[src/rtl/counter_pkg.sv]
// Constants shared by the BCD counter slice: digit width, digit limit and FSM encodings.
package counter_pkg;

    localparam int         BCD_W   = 4;
    localparam logic [3:0] BCD_MAX = 4'd9;

    localparam logic [0:0] IDLE = 1'b0;
    localparam logic [0:0] RUN  = 1'b1;

    function automatic logic bcd_ok(input logic [BCD_W-1:0] d);
        return d <= BCD_MAX;
    endfunction

endpackage

[src/rtl/bcd_down_digit.sv]
// One BCD digit of a down counter. A borrow from below decrements it, and a digit at 0
// wraps to 9 and passes the borrow upward.
module bcd_down_digit
    import counter_pkg::*;
(
    input  logic             clk,
    input  logic             clr,
    input  logic             load,
    input  logic [BCD_W-1:0] din,
    input  logic             dec_en,
    input  logic             borrow_in,
    output logic [BCD_W-1:0] q,
    output logic             borrow_out
);

    logic step;

    assign step       = dec_en && borrow_in;
    assign borrow_out = step && (q == '0);

    always_ff @(posedge clk or posedge clr) begin
        if (clr) begin
            q <= '0;
        end else if (load) begin
            q <= din;
        end else if (step) begin
            q <= (q == '0) ? BCD_MAX : q - 4'd1;
        end
    end

endmodule

[src/rtl/bcd_down_timer.sv]
// Programmable BCD countdown timer: validated preset load, IDLE/RUN control with pause,
// a one-cycle done pulse when the count reaches zero, and a sticky bad-preset flag.
module bcd_down_timer
    import counter_pkg::*;
#(
    parameter int DIGITS = 2
) (
    input  logic                  clk,
    input  logic                  clr,
    input  logic                  load,
    input  logic [4*DIGITS-1:0]   load_val,
    input  logic                  start,
    input  logic                  pause,
    output logic [4*DIGITS-1:0]   count,
    output logic                  busy,
    output logic                  done,
    output logic                  tc,
    output logic                  err
);

    localparam int W = 4 * DIGITS;
    localparam logic [W-1:0] ONE = W'(1);

    logic [0:0]    state;
    logic          load_ok;
    logic          dig_load;
    logic          dec_en;
    logic          count_zero;
    logic [DIGITS:0] borrow;
    logic          unused_borrow;

    always_comb begin
        load_ok = 1'b1;
        for (int i = 0; i < DIGITS; i++) begin
            if (!bcd_ok(load_val[i*BCD_W +: BCD_W])) load_ok = 1'b0;
        end
    end

    assign count_zero = (count == '0);
    assign tc         = count_zero;
    assign busy       = (state == RUN);
    assign dig_load   = load && load_ok;
    // The zero guard keeps the chain from ever borrowing past 00.
    assign dec_en     = busy && !pause && !load && !count_zero;

    assign borrow[0]     = 1'b1;
    assign unused_borrow = borrow[DIGITS];

    for (genvar g = 0; g < DIGITS; g++) begin : g_digit
        bcd_down_digit u_digit (
            .clk        (clk),
            .clr        (clr),
            .load       (dig_load),
            .din        (load_val[g*BCD_W +: BCD_W]),
            .dec_en     (dec_en),
            .borrow_in  (borrow[g]),
            .q          (count[g*BCD_W +: BCD_W]),
            .borrow_out (borrow[g+1])
        );
    end

    always_ff @(posedge clk or posedge clr) begin
        if (clr) begin
            state <= IDLE;
            done  <= 1'b0;
            err   <= 1'b0;
        end else begin
            done <= 1'b0;
            if (load) begin
                state <= IDLE;
                err   <= !load_ok;
            end else begin
                case (state)
                    IDLE: begin
                        if (start) begin
                            // A held start on a zero count must not produce back-to-back pulses.
                            if (count_zero) done <= !done;
                            else            state <= RUN;
                        end
                    end
                    RUN: begin
                        if (!pause && count == ONE) begin
                            state <= IDLE;
                            done  <= 1'b1;
                        end
                    end
                    default: state <= IDLE;
                endcase
            end
        end
    end

endmodule
[config.mk]
export PLATFORM = sky130hd
export DESIGN_NAME = bcd_down_timer
export DESIGN_NICKNAME = d
export VERILOG_FILES = /design/src/rtl/counter_pkg.sv /design/src/rtl/bcd_down_digit.sv /design/src/rtl/bcd_down_timer.sv
export SDC_FILE = /design/constraint.sdc
export NUM_CORES = 1
export LEC_CHECK = 0
export ABC_AREA = 1
export BUFFER_PORTS_ARGS = -buffer_cell sky130_fd_sc_hd__buf_4
export CORE_MARGIN = 8
export CORE_UTILIZATION = 52
export DETAILED_ROUTE_END_ITERATION = 10
export PLACE_DENSITY = 0.92
export SYNTH_ARGS = -nofsm -noshare
export SYNTH_HDL_FRONTEND = slang
export SYNTH_SLANG_ARGS = --single-unit
export TNS_END_PERCENT = 10
[constraint.sdc]
create_clock -name clk -period 1.7 [get_ports clk]
set_input_delay 0.34 -clock clk [delete_from_list [all_inputs] [get_ports clk]]
set_output_delay 0.34 -clock clk [all_outputs]
set_load 0.03 [all_outputs]
Word-level counts from Yosys, hierarchy flattened
Index checks and enable logic that the tools add are counted. Widths: inputs -> output; s select.

Order comparisons: 2. Bitwise gates (word level): 1. Multiplexer cells: 18. Eq/ne operators: 1. Add/sub/neg operators: 2. Reduce and logical (&&, ||, !) cells: 17.

Operators with widths (count): $mux 4 (6); $mux 1 (10); $eq 8x1->1 const B (1); $le 4x4->1 const B (2); $logic_not 4->1 (2); $logic_not 8->1 (1); $sub 4x1->4 const B (2); $logic_and 1x1->1 (7); $logic_not 1->1 (5); $pmux 1 s2 (2); $reduce_bool 2->1 (2); $not 1->1 (1).

Word-level logic and storage cells: 46. Input bits: 13. Output and inout port bits: 12. Register bits after elaboration: 11.

Logic depth before layout (Yosys ltp)
Gate-level depths: netlist of the first run.

Depth after elaboration: 8. Mapped depth: 8. Mapped depth without buffers: 8.

Modules after synthesis
Synthesis of the first run repeated with hierarchy kept, for this count alone.

Cell total of the unflattened synthesis: 121. Area total of the unflattened synthesis: 750.7 um^2.

Modules (own cells, without submodules): bcd_down_digit (area an instance 260.2 um^2, cells each 40, times used 2, sequential area each 100.1 um^2); bcd_down_timer (area an instance 230.2 um^2, cells each 41, times used 1, sequential area each 75.1 um^2).

Least setup slack after synthesis of the first run
No wires, ideal clock.

Path kind: register to output. Start point: register g_digit[1].u_digit.q[0]. End point: output tc. Arrival: 1.251 ns. Stages on the path, launching flop included: 4. Data required time: 1.360 ns. Slack: 0.109 ns. Buffers on the path: 0. Path through: dfrtp_1 > nor2_2 > nand2_1 > nor2_1.

Word-level cells in the longest chain between the ends: 1.

Ends and longest elaborated chain: from (decl) (RTL line bcd_down_digit.sv:12) `output logic [BCD_W-1:0] q,`; from (signal assigned) (RTL line bcd_down_digit.sv:25) `q <= din;`; from (signal assigned) (RTL line bcd_down_digit.sv:27) `q <= (q == '0) ? BCD_MAX : q - 4'd1;`; $logic_not 8->1 (RTL line bcd_down_timer.sv:39) `assign count_zero = (count == '0);`; to (decl) (RTL line bcd_down_timer.sv:17) `output logic tc,`.

Every way passes these cells.

Worst setup path after layout of the first run
Start point: register g_digit[1].u_digit.q[3]. End point: output tc.

The elaborated chain is that of the path after synthesis.

==> metrics.yaml, run 1 <==
worstMarginPinSlew_ns: 0.4552
mostFrequentLayoutCells: "nand2_1, buf_4, nand3_1"
pwr_density_cell_nw_per_um2: 1586
setup_viol: 0
dr.pass1.iters: 6
grtUsageMet3_pct: 5.707
cp_common_cell: "nor2_2"
gr-usage-met1_pct: 16.64
vias: 868
stdcell_area_um2: 1051
power_mw: 1.667
post_synth.cell_area_avg_um2: 6.942
report.final.hold_viol_count: 0
fmax_ghz: 0.6070
ctsHoldBuffers: 0
placed_area_um2: 975.9
nFillCells: 118
clock_sinks: 11
grt_pass1_wl_um: 3270
regArea_um2: 281.5
layout_min_cycle_time_ns: 1.647
cp_cell_sequence: "nor2_2 -> nand2_2 -> nor2_2 -> buf_4"
fp.coreArea_um2: 1454
worst-path-buf-inv: 1
finalMaxSlewViolations: 0
gp_congestion: 0.9375
drtIter0Drc: 26
start_kind: "flip-flop"
fin_crit_sh_pct: 96.91
tns_ns: 0
track_usage_pct: 14.89
hold_class: "input port to async pin"
syn_nets: 126
status: "finished, final reports clean"
ys_seq_elements: 11
synth_warnings: 0
grt_max_degree: 18
clk_latency_ns: 0.27
ys_seq_area_share_pct: 35.09
cp_max_fo: 5
clkTransAtPathRegs_ns: 0.07
drcViolationCount: 0
end_kind: "primary output"
crit_cells: 4
worstPathRequired_ns: 1.36
clockRootBuffer: "clkbuf_4"
antenna_found_initial: 0
cp_slowest_stage_delay_ns: 0.44
placedCellCount: 152
path_class: "flip-flop to primary output"
die-area_um2: 3007
cts_tree: "yes"
netlist_area_um2: 784.5
power_leakage_nw: 0.5666
routed_wl_um: 2094
synthCells: 113
placementRows: 14
numCtsBuffers: 3
htree_levels: 1
gr-total-overflow: 0
drv_cap: 0
drive_above_1_share_pct: 34.27
ant_nets: 0
busiest_layer: "met2"
slowest_stage: "dfrtp_1"
clk_path_buf_depth: 2
instances_no_fill: 159
ir_worst_vdd_v: 0.0008870
skew_ns: 0.004385
initial_core_util_pct: 53.96
maxSlewHeadroom_pct: 69.62
place_hpwl_um: 1582
area_growth_pct: 33.97
ios: 25
die_y_um: 54.84
n_antenna_cell: 0
worst_ep_arrival_time_ns: 1.31
routed_via_density: 5.459
met2_usage_pct: 23.40
wire_per_inst_um: 13.17
reg2reg_depth: 8
final_common_cell: "nand2_1"
grt_pass1_vias: 832
multi_input_area_um2: 467.9
yosysUniqueCellTypes: 18
die_w_um: 54.84
layout.nets: 157
critPathTopFamily: "flip-flops"
io_buffers: 24
-- sequential cells by signal, summed over array words and instances, names as in the netlist --
register	cells
err	1
done	1
g_digit.u_digit.q	8
busy	1
-- power breakdown --
| part | leakage (nW) | switching [mW] | internal (mW) |
|---|---|---|---|
| combinational | 0.420 | 0.604 | 0.381 |
| clock | 0.0150 | 0.0891 | 0.0910 |
| sequential | 0.132 | 0.140 | 0.362 |
-- layer usage --
layer  up-vias  wire length [um]
li1        430                 -
met1       398               820
met2        36              1040
met3         4               207
met4         0                25
met5         -                 0
-- worst register-to-register path, delay by kind of cell (launching register included) --
kind	cells	cell delay, ns
flip-flops	1	0.44
AND/OR/NAND/NOR	7	0.71
buffers and inverters	1	0.08
-- kinds of logic after synthesis --
| kind of cell | count (synthesis) | synth area share (%) |
|---|---|---|
| AND/OR/NAND/NOR | 81 | 49.44 |
| buffers and inverters | 14 | 7.814 |
| flip-flops | 11 | 35.09 |
| AO/OA/AOI/OAI | 7 | 7.656 |
-- cell type report --
class | instances | area share, %
clock buffer | 4 | 2.500
inverter | 12 | 4.286
multi-input combinational | 88 | 44.52
sequential | 11 | 26.79
tap | 16 | 1.905
timing repair buffer | 28 | 20.00
-- synth_stat cells (all sizes together) --
library cell,instances,share of area (%)
nand2,46,23
nand3,18,14
inv,12,5.7
dfrtp,11,35
nand4,8,6.4
nor2,7,4.0
o21ai,4,5.4
a21oi,2,1.3
buf,2,2.1
nor3,2,2.7
o21a,1,0.96
-- worst paths after layout --
check | to | slack, ns | startpoint
min in group clk | g_digit[0].u_digit.q[0]$_DFFE_PP0P_ | 0.35 | load_val[0]
max in group asynchronous | g_digit[1].u_digit.q[1]$_DFFE_PP0P_ | 1.29 | clr
min | err$_DFFE_PP0P_ | 0.07 | clr
min reg2reg | err$_DFFE_PP0P_ | 0.50 | err$_DFFE_PP0P_
max reg2reg | g_digit[0].u_digit.q[2]$_DFFE_PP0P_ | 0.37 | g_digit[1].u_digit.q[3]$_DFFE_PP0P_
max | tc | 0.05 | g_digit[1].u_digit.q[3]$_DFFE_PP0P_
-- stage by stage --
stage	hold WS (ns)	setup WS [ns]	utilization [%]
global placement	0.3695	0.3311	67.13
floorplan	0.1924	0.1095	-
finish	0.07207	0.05260	72.29
global route	0.1021	-0.01657	72.29
CTS	0.08980	0.01326	69.11
detailed placement	0.3775	0.2822	67.13
-- timing repair --
action / in CTS / in global routing
gates cloned: 0 / 0
buffers inserted: 0 / 3
resized for setup: 1 / 10
setup endpoints to repair: 1 / 1
pin swaps: 0 / 1
No activity file was read; power rests on OpenSTA's default activity.
==> run 2: changes to the inputs <==
--- a/config.mk
+++ b/config.mk
@@ -10,7 +10,7 @@
 export CORE_MARGIN = 8
 export CORE_UTILIZATION = 52
 export DETAILED_ROUTE_END_ITERATION = 10
-export PLACE_DENSITY = 0.92
+export PLACE_DENSITY = 0.91
 export SYNTH_ARGS = -nofsm -noshare
 export SYNTH_HDL_FRONTEND = slang
 export SYNTH_SLANG_ARGS = --single-unit
==> metrics.yaml, run 2 (same netlist as run 1, synthesis figures left out) <==
drt-met1-wl_um: 901  # was 820 um
route.met2.wl_um: 1086  # was 1040 um
drcViolationCount: 0  # unchanged
grt_pass1_wl_um: 3236  # was 3270 um
largest_reg_flops: 8  # unchanged
report.final.hold_viol_count: 0  # unchanged
die-area_um2: 3007  # unchanged
n_antenna_cell: 0  # unchanged
start_kind: "flip-flop"  # unchanged
end_kind: "primary output"  # unchanged
antenna_found_initial: 0  # unchanged
clk_latency_ns: 0.28  # was 0.27 ns
die_y_um: 54.84  # unchanged
ir_worst_vdd_v: 0.0009909  # was 0.0008870 V
finalMaxSlewViolations: 0  # unchanged
ctsHoldBuffers: 0  # unchanged
layout_min_cycle_time_ns: 1.637  # was 1.647 ns
maxUsedRoutingLayer: "met4"  # unchanged
clk_path_buf_depth: 2  # unchanged
grt_pass1_vias: 797  # was 832
ant_nets: 0  # unchanged
nFillCells: 120  # was 118
power_mw: 1.683  # was 1.667 mW
worstMarginPinSlew_ns: 0.4540  # was 0.4552 ns
numCtsBuffers: 3  # unchanged
worst_ep_arrival_time_ns: 1.30  # was 1.31 ns
routed_via_density: 5.560  # was 5.459
io_buffers: 24  # unchanged
ios: 25  # unchanged
cp_slowest_stage_delay_ns: 0.46  # was 0.44 ns
routed_wl_um: 2221  # was 2094 um
path_class: "flip-flop to primary output"  # unchanged
clock_sinks: 11  # unchanged
fin_crit_sh_pct: 96.32  # was 96.91%
skew_ns: 0.001186  # was 0.004385 ns
gr-total-overflow: 0  # unchanged
place_hpwl_um: 1644  # was 1582 um
wl_met3_um: 171  # was 207 um
cts_tree: "yes"  # unchanged
drive_above_1_share_pct: 32.87  # was 34.27%
die_w_um: 54.84  # unchanged
final_common_cell: "nand2_1"  # unchanged
htree_levels: 1  # unchanged
gp_congestion: 0.9362  # was 0.9375
placed_area_um2: 983.4  # was 975.9 um^2
hold_class: "input port to async pin"  # unchanged
maxSlewHeadroom_pct: 69.70  # was 69.62%
status: "finished, final reports clean"  # unchanged
worstPathRequired_ns: 1.36  # about the same
stdcell_area_um2: 1050  # was 1051 um^2
layout.nets: 157  # unchanged
drtIter0Drc: 25  # was 26
grt_max_degree: 18  # unchanged
cp_cell_sequence: "nor2_4 -> nand2_2 -> nor2_2 -> buf_4"  # was nor2_2 -> nand2_2 -> nor2_2 -> buf_4
wire_per_inst_um: 13.97  # was 13.17 um
fmax_ghz: 0.6107  # was 0.6070 GHz
power_leakage_nw: 0.5702  # was 0.5666 nW
regMostFlops: "g_digit.u_digit.q"  # unchanged
drv_cap: 0  # unchanged
track_usage_pct: 14.97  # was 14.89%
worst-path-buf-inv: 1  # unchanged
cp_max_fo: 5  # unchanged
critPathTopFamily: "flip-flops"  # unchanged
fp.coreArea_um2: 1454  # unchanged
slowest_stage: "dfrtp_1"  # unchanged
area_growth_pct: 33.81  # was 33.97%
pwr_density_cell_nw_per_um2: 1603  # was 1586 nW/um^2
dr.pass1.iters: 4  # was 6
mostFrequentLayoutCells: "nand2_1, buf_4, nand3_1"  # unchanged
clkTransAtPathRegs_ns: 0.07  # about the same
initial_core_util_pct: 53.96  # unchanged
setup_viol: 0  # unchanged
vias: 884  # was 868
placementRows: 14  # unchanged
clockRootBuffer: "clkbuf_4"  # unchanged
==> run 2: changes by cell type in the layout (fill, tap and decap cells not counted) <==
cell	before	now
nand2_2	3	4
dfrtp_2	5	2
nand2_1	43	42
dfrtp_1	6	9
==> run 2: layout make-up <==
| cell class | instances | area, um^2 | area share [%] |
|---|---|---|---|
| clock buffer | 4 | 26.28 | 2.503 |
| multi-input combinational | 88 | 470.5 | 44.82 |
| sequential | 11 | 277.8 | 26.46 |
| inverter | 12 | 45.04 | 4.291 |
| tap | 16 | 20.02 | 1.907 |
| timing repair buffer | 28 | 210.2 | 20.02 |
==> run 2: worst paths after layout <==
| kind | from | endpoint | slack [ns] | cells past startpoint |
|---|---|---|---|---|
| setup reg to reg | g_digit[0].u_digit.q[3]$_DFFE_PP0P_ | g_digit[0].u_digit.q[1]$_DFFE_PP0P_ | 0.31 | 8 |
| setup / recovery | g_digit[0].u_digit.q[3]$_DFFE_PP0P_ | tc | 0.06 | 4 |
| hold / removal | clr | g_digit[0].u_digit.q[3]$_DFFE_PP0P_ | 0.06 | 2 |
| hold reg to reg | err$_DFFE_PP0P_ | err$_DFFE_PP0P_ | 0.51 | 1 |
| min in group clk | load | busy$_DFF_PP0_ | 0.35 | 2 |
| max in group asynchronous | clr | g_digit[0].u_digit.q[2]$_DFFE_PP0P_ | 1.30 | 2 |
==> run 2: timing repair <==
item	CTS	global route
endpoints found under the setup margin	1	1
cloned	0	0
gates resized for setup	1	8
pin swaps	0	1
buffers inserted	0	2
==> run 2: through the flow <==
stage               setup slack (ns)  std cells  hold slack (ns)  util, %    TNS (ns)
finish                       0.06258        159          0.06229    72.20           0
global route              -0.0002495        159           0.1079    72.20  -0.0002495
CTS                         0.004592        157          0.07672    69.62           0
detailed placement            0.2990        153           0.3755    67.64           0
global placement              0.3573        153           0.3711    67.64           0
floorplan                     0.1095        113           0.1924        -           0
==> run 2: power breakdown <==
group | leakage [nW] | switching (mW) | total (mW) | internal, mW
combinational | 0.419 | 0.617 | 0.991 | 0.374
sequential | 0.136 | 0.146 | 0.502 | 0.355
clock | 0.0150 | 0.0983 | 0.190 | 0.0913
==> run 2: metal layers <==
layer | GRT usage (%) | vias to the layer above
met4 | 9.426 | 0
met1 | 16.56 | 404
met3 | 4.891 | 7
met2 | 24.15 | 37
met5 | 0 | -
li1 | - | 436
